--- src/rtl/ab_sched.sv ---
// ab_sched: round-robin scheduler sharing one a/b/y datapath unit between two requesters
module ab_sched #(
   parameter int HOLD_W = 4,
   parameter int CNT_W  = 8
) (
   input  logic              clk,
   input  logic              res,
   input  logic              req0,
   input  logic [1:0]        ab0,
   input  logic [HOLD_W-1:0] hold0,
   input  logic              req1,
   input  logic [1:0]        ab1,
   input  logic [HOLD_W-1:0] hold1,
   output logic              gnt0,
   output logic              gnt1,
   output logic              a,
   output logic              b,
   input  logic              y,
   output logic              rsp_valid,
   output logic              rsp_id,
   output logic              rsp_y,
   output logic              busy,
   output logic [CNT_W-1:0]  cnt0,
   output logic [CNT_W-1:0]  cnt1
);
   typedef enum logic [1:0] {IDLE, DRIVE, RESP} state_t;
   state_t            state;
   logic              last;
   logic              id;
   logic [HOLD_W-1:0] left;
   logic              win;
   logic              take;
   logic [1:0]        sel_ab;
   logic [HOLD_W-1:0] sel_hold;
   logic [HOLD_W-1:0] sel_len;
   // arbitration: lone requester wins, ties go to the one not served last; grants only in IDLE
   always_comb begin
      win      = (req0 & req1) ? ~last : req1;
      take     = ~res & (state == IDLE) & (req0 | req1);
      gnt0     = take & ~win;
      gnt1     = take & win;
      sel_ab   = win ? ab1 : ab0;
      sel_hold = win ? hold1 : hold0;
      sel_len  = (sel_hold == '0) ? {{(HOLD_W-1){1'b0}}, 1'b1} : sel_hold;
   end
   assign busy = (state != IDLE);
   // job sequencing: latch on grant, drive a/b for N cycles, capture y, report and count
   always_ff @(posedge clk or posedge res) begin
      if (res) begin
         state     <= IDLE;
         last      <= 1'b1;
         id        <= 1'b0;
         left      <= '0;
         a         <= 1'b0;
         b         <= 1'b0;
         rsp_valid <= 1'b0;
         rsp_id    <= 1'b0;
         rsp_y     <= 1'b0;
         cnt0      <= '0;
         cnt1      <= '0;
      end else begin
         case (state)
            IDLE: if (take) begin
               state  <= DRIVE;
               last   <= win;
               id     <= win;
               {a, b} <= sel_ab;
               left   <= sel_len;
            end
            DRIVE: if (left == {{(HOLD_W-1){1'b0}}, 1'b1}) begin
               state     <= RESP;
               {a, b}    <= 2'b00;
               rsp_valid <= 1'b1;
               rsp_id    <= id;
               rsp_y     <= y;
            end else begin
               left <= left - 1'b1;
            end
            RESP: begin
               state     <= IDLE;
               rsp_valid <= 1'b0;
               cnt0      <= id ? cnt0 : cnt0 + 1'b1;
               cnt1      <= id ? cnt1 + 1'b1 : cnt1;
            end
            default: state <= IDLE;
         endcase
      end
   end
   // the two grants are mutually exclusive by construction
   always_ff @(posedge clk) begin
      if (!res) assert (!(gnt0 && gnt1));
   end
endmodule

--- config.mk ---
export PLATFORM = sky130hd
export DESIGN_NAME = ab_sched
export DESIGN_NICKNAME = d
export VERILOG_FILES = /design/src/rtl/ab_sched.sv
export SDC_FILE = /design/constraint.sdc
export NUM_CORES = 1
export LEC_CHECK = 0
export ABC_AREA = 1
export CAP_MARGIN = 0
export CORE_ASPECT_RATIO = 0.9
export CORE_MARGIN = 10
export CORE_UTILIZATION = 43
export CTS_CLUSTER_DIAMETER = 30
export DETAILED_ROUTE_END_ITERATION = 8
export GPL_TIMING_DRIVEN = 1
export PLACE_DENSITY_LB_ADDON = 0.1
export RECOVER_POWER = 100
export SLEW_MARGIN = 0
export SYNTH_ARGS = -nofsm -noshare
export SYNTH_HDL_FRONTEND = slang
export SYNTH_SLANG_ARGS = --single-unit
--- constraint.sdc ---
create_clock -name clk -period 1.75 [get_ports clk]
set_clock_uncertainty 0.05 [all_clocks]
set_input_delay 0.35 -clock clk [delete_from_list [all_inputs] [get_ports clk]]
set_output_delay 0.35 -clock clk [all_outputs]
set_load 0.1 [all_outputs]
==> results of run 1 <==
==> worst max path at each step <==
stage	startpoint	endpoint	slack [ps]
6_report	last	gnt0	40
5_1_grt	last	gnt0	-9
4_1_cts	last	gnt0	1
3_5_place_dp	req1	gnt1	-90
3_3_place_gp	req1	gnt1	-70
2_1_floorplan	res	gnt0	-80
==> synthesized netlist by cell type <==
cell type	number
dfstp_2	1
nand3_4	1
inv_1	27
nand2_1	62
nand3b_1	2
xnor2_1	4
xor2_1	7
nand3_1	15
nor3_1	2
nor2_2	5
nor2_4	1
nor2_1	10
inv_2	4
nand2_2	3
a21oi_1	3
clkinv_4	1
o21ai_0	11
nand4_1	3
ha_1	4
nand2_4	4
dfrtp_1	28
==> power groups by stage <==
stage	sequential, W	clock (W)	combinational, W
6_report	0.00120	0.000626	0.00288
3_5_place_dp	0.00120	0	0.00294
2_1_floorplan	0.00211	0	0.000954
4_1_cts	0.00119	0.000634	0.00295
3_3_place_gp	0.00120	0	0.00291
5_1_grt	0.00123	0.000664	0.00307
==> state kept, by name, summed over array words and instances, names as in the netlist <==
signal / cells
cnt0: 8
cnt1: 8
left: 4
state: 2
a: 1
b: 1
id: 1
last: 1
rsp_id: 1
rsp_valid: 1
rsp_y: 1
==> per-stage QoR <==
| stage | util | cells | setup TNS (ps) |
|---|---|---|---|
| final | 0.709 | 298 | 0 |
| after global routing | 0.709 | 298 | -9.21 |
| after CTS | 0.713 | 298 | 0 |
| after detailed placement | 0.682 | 289 | -198 |
| after global placement | 0.682 | 289 | -139 |
| after floorplan | - | 198 | -143 |
==> cells by family (layout without fill, tap and decap cells) <==
logic type,Yosys count,in the layout,share of synthesized area
flip-flops,29,29,0.460
XOR/XNOR,11,11,0.0609
buffers and inverters,32,88,0.0791
adder cells (fa/ha/maj),4,4,0.0316
AO/OA/AOI/OAI,14,14,0.0443
AND/OR/NAND/NOR,108,108,0.324
==> cell type report <==
type	instances	area [sq um]	share of cell area
well taps	44	55.1	0.0225
clock inverters	1	5.00	0.00204
clock buffers	7	96.3	0.0394
repair buffers	48	694	0.284
inverters	32	129	0.0527
flip-flops and latches	29	733	0.300
multi-input cells	137	734	0.300
==> layer usage <==
layer	wire length [um]	GRT usage	up-vias
met4	58	0.0502	0
met5	0	0	-
met3	200	0.0480	6
met1	1640	0.137	616
li1	-	-	724
met2	1810	0.190	23
==> worst max-delay path, stage by stage, from the launching register on <==
cell	delay, ps
dfstp_2	540
nand2_2	60
nand2_2	70
inv_2	50
nor2_4	130
buf_12	180
==> what timing repair did <==
| action | 4_1_cts | 5_1_grt |
|---|---|---|
| pin swaps | 2 | 3 |
| endpoints found under the setup margin | 2 | 2 |
| resized for setup | 4 | 3 |
| buffers inserted | 1 | 0 |
| hold buffers | 0 | 0 |
==> impl_metrics.ini, run 1 <==
[status]
outcome = finished clean

[layout]
final_cell_mix = 63 x nand2_1, 25 x inv_1, 24 x buf_12
final_nets = 274
layout_commonest_cell = nand2_1
fin_area_sq_um = 2450
area_growth_pct = 54.7
layout-drive-gt1-share = 0.264
fillerInstances = 282
antennaDiodeCount = 0

[pwr]
p_leak_nw = 1.19
p_sw_w = 0.00244
clkPwrFrac = 0.133
powerDensity_nw_per_um2 = 1920
comb_power_share = 0.613
internal-power_w = 0.00227
p_seq_frac = 0.254
swShare = 0.518
power_w = 0.00471
vdd_ir_drop_max_mv = 1.48

[yosys]
syn_nets = 219
synth.distinct_cells = 21
synthTopCellsByArea = dfrtp_1 44%, nand2_1 15%, inv_1 6.4%
syn-cell-area_sq_um = 1580
yosysSeqAreaShare = 0.460
syn_area_per_cell_sq_um = 7.99
yosysTopAreaCell = dfrtp_1
synth_seq_cells = 29
synth_top_area_frac = 0.443
synthCells = 198
yosys_warnings = 0

[cts]
h-tree-depth = 2
cts_tree = built
clock_sinks = 29
clock_latency_ps = 280
clk_pin_slew_ps = 70
clockRootBuffer = clkbuf_8
clock_path_buffers = 2
cts_buffers = 5

[setup_path]
cp-start-kind = register
cp-end-kind = output pin
reg2reg_from = state[0]
r2r-end = b
crit_required_ps = 1350
r2r_cells = 8
path_max_fanout = 2
r2r_slack_ps = 280
critical_path_class = reg2out
critPathArrivalTime_ps = 1310

[timing]
max_freq_mhz = 584
rsz0062_at_grt = yes
finalCritPeriodShare = 0.979
tightest_slew_ps = 700
relSlewSlack = 0.533
finalMaxSlewViolations = 0
hold_viol = 0
finalSetupViolCount = 0
fin_hold_ws_ps = 430
post-route-min-period_ps = 1710
fin_ws_ps = 36.3

[global_route]
grt_pass1_vias = 1391
grt_use_total = 0.118
grt_pass1_wl_mm = 6.34
grt_max_degree = 30
grt_overflow = 0
antenna_found_initial = 0

[placement]
io_buffers = 40
post_dp_cell_area_sq_um = 2350
dpl.hpwl_mm = 2.87
place.gp.congestion = 0.789
pre_cts_ws_ps = -87.4

[floorplanning]
die_w_um = 83.9
rows = 20
boundaryPins = 41
die_area_sq_um = 6510
core_area_sq_um = 3450
die_y_um = 77.5
start_util = 0.458

[drt]
via_count = 1369
wl_per_cell_um = 12.4
drc_errors = 0
wirelength_mm = 3.71
drt-initial-drc-count = 52
routed_via_density = 4.59
ant_nets = 0
drt_pre_antenna_iters = 4

[worst_hold_path]
hold_class = in2async

[flow_run]
cap_violations = 0
Note: power is estimated with default switching activity, not from simulation.
==> run 2: changes to the inputs <==
--- a/config.mk
+++ b/config.mk
@@ -8,7 +8,6 @@
 export ABC_AREA = 1
 export CAP_MARGIN = 0
 export CORE_ASPECT_RATIO = 0.9
-export CORE_MARGIN = 10
 export CORE_UTILIZATION = 43
 export CTS_CLUSTER_DIAMETER = 30
 export DETAILED_ROUTE_END_ITERATION = 8
==> run 2 against run 1 <==
Compared with the run above:
- wire length is 9.7% lower
- sequential share of layout area is 0.32 points lower
- die area is 40% lower
- non-clock buffer count is 4 higher
- power is 0.66% lower
- core utilization is 0.76 points higher
- final cell count is 1.3% higher
- clock power is 11% lower
- critical path type unchanged
- largest cell class unchanged
==> impl_metrics.ini, run 2 (synthesized netlist as in run 1, its figures left out) <==
[timing]
rsz0062_at_grt = yes
finalSetupViolCount = 0
relSlewSlack = 0.536
tightest_slew_ps = 696
post-route-min-period_ps = 1720
hold_viol = 0
fin_ws_ps = 34.0
max_freq_mhz = 583
finalCritPeriodShare = 0.981
fin_hold_ws_ps = 439
finalMaxSlewViolations = 0

[layout]
antennaDiodeCount = 0
final_nets = 278
final_cell_mix = 61 x nand2_1, 27 x inv_1, 24 x buf_12
layout-drive-gt1-share = 0.260
layout_commonest_cell = nand2_1
area_growth_pct = 56.4
reg_top3 = cnt0: 8 flops, cnt1: 8 flops, left: 4 flops
stdcell_count = 302

[placement]
pre_cts_ws_ps = -93.3
placed_cells_incl_taps = 290
place.gp.congestion = 0.782
dpl.hpwl_mm = 2.53
io_buffers = 40

[floorplanning]
core_area_sq_um = 3450
die_y_um = 59.5
die_area_sq_um = 3920
rows = 20
die_w_um = 65.9
boundaryPins = 41
start_util = 0.458

[setup_path]
path_max_fanout = 2
r2r_slack_ps = 200
cp-end-kind = output pin
reg2reg_from = last
r2r-end = left[3]
critPathArrivalTime_ps = 1320
crit_required_ps = 1350
r2r_cells = 9
cp-start-kind = register
critical_path_class = reg2out
crit_start = last
crit_end = gnt0

[cts]
cts_tree = built
clockRootBuffer = clkbuf_8
clock_latency_ps = 280
h-tree-depth = 2
clk_pin_slew_ps = 60
clock_sinks = 29
holdBufCountCts = 0
clock_path_buffers = 2
cts_buffers = 5

[pwr]
powerDensity_nw_per_um2 = 1890
p_leak_nw = 1.20
comb_power_share = 0.624
p_seq_frac = 0.256
swShare = 0.517
internal-power_w = 0.00226
vdd_ir_drop_max_mv = 1.61
p_sw_w = 0.00242
clkPwrFrac = 0.119

[drt]
routed_via_density = 4.70
wirelength_mm = 3.35
drt-initial-drc-count = 68
drc_errors = 0
wl_per_cell_um = 11.1
via_count = 1418
drt_pre_antenna_iters = 4
ant_nets = 0

[global_route]
grt_overflow = 0
grt_max_degree = 30
antenna_found_initial = 0
grt_use_total = 0.205
grt_pass1_wl_mm = 6.02
grt_pass1_vias = 1365

[flow_run]
cap_violations = 0

[worst_hold_path]
hold_class = reg2reg

[status]
outcome = finished clean
## run 2: critical path, stage by stage, from the launching register on
cell and delay, ps:
dfstp_2 540, nand2_2 60, nand2_2 70, inv_2 50
nor2_4 130, buf_12 180
## run 2: repair_timing
| item | 4_1_cts | 5_1_grt |
|---|---|---|
| endpoints found under the hold margin | 0 | 0 |
| pin swaps | 4 | 4 |
| gates resized for setup | 4 | 3 |
| setup endpoints to repair | 2 | 2 |
| buffers inserted | 3 | 1 |
| cloned | 0 | 0 |
## run 2: power by group through the flow
stage / logic (W) / registers, W / clock network, W
floorplan: 0.000954 / 0.00211 / 0
CTS: 0.00295 / 0.00120 / 0.000575
finish: 0.00292 / 0.00120 / 0.000558
global route: 0.00311 / 0.00124 / 0.000613
detailed placement: 0.00293 / 0.00120 / 0
global placement: 0.00289 / 0.00120 / 0
## run 2: worst min path at each step
stage | from | to | slack (ps) | depth (start not counted)
after floorplan | res | a | 220 | 1
after global placement | left[2] | left[2] | 420 | 2
after detailed placement | left[2] | left[2] | 430 | 2
after CTS | res | cnt1[7] | 330 | 3
after global routing | last | last | 470 | 2
final | left[2] | left[2] | 440 | 2
## run 2: stage by stage
step	area (sq um)	util	setup TNS [ps]	total power, W
4_1_cts	2470	0.716	0	0.00472
5_1_grt	2470	0.716	-22.3	0.00496
3_5_place_dp	2360	0.684	-187	0.00412
3_3_place_gp	2360	0.684	-154	0.00409
2_1_floorplan	1610	-	-143	0.00306
6_report	2470	0.716	0	0.00468
## run 2: per-layer routing
metal | up-vias | routed length (um) | GRT usage
met4 | 0 | 15 | 0.0559
li1 | 732 | - | -
met5 | - | 0 | 0
met3 | 2 | 89 | 0.0596
met2 | 19 | 1670 | 0.335
met1 | 665 | 1580 | 0.266
## run 2: final cells by class
cell class / count / area [sq um]
clock buffer: 8 / 90.1
fill: 262 / 980
inverter: 32 / 129
multi-input combinational: 137 / 749
sequential: 29 / 733
tap: 44 / 55.1
timing repair buffer: 52 / 717
==> run 3: changes to the inputs <==
--- a/config.mk
+++ b/config.mk
@@ -6,6 +6,7 @@
 export NUM_CORES = 1
 export LEC_CHECK = 0
 export ABC_AREA = 1
+export ABC_CLOCK_PERIOD_IN_PS = 1750
 export CAP_MARGIN = 0
 export CORE_ASPECT_RATIO = 0.9
 export CORE_UTILIZATION = 43
==> results of run 3 <==
Same layout as run 2: the final DEF is identical, and so are final timing and power.
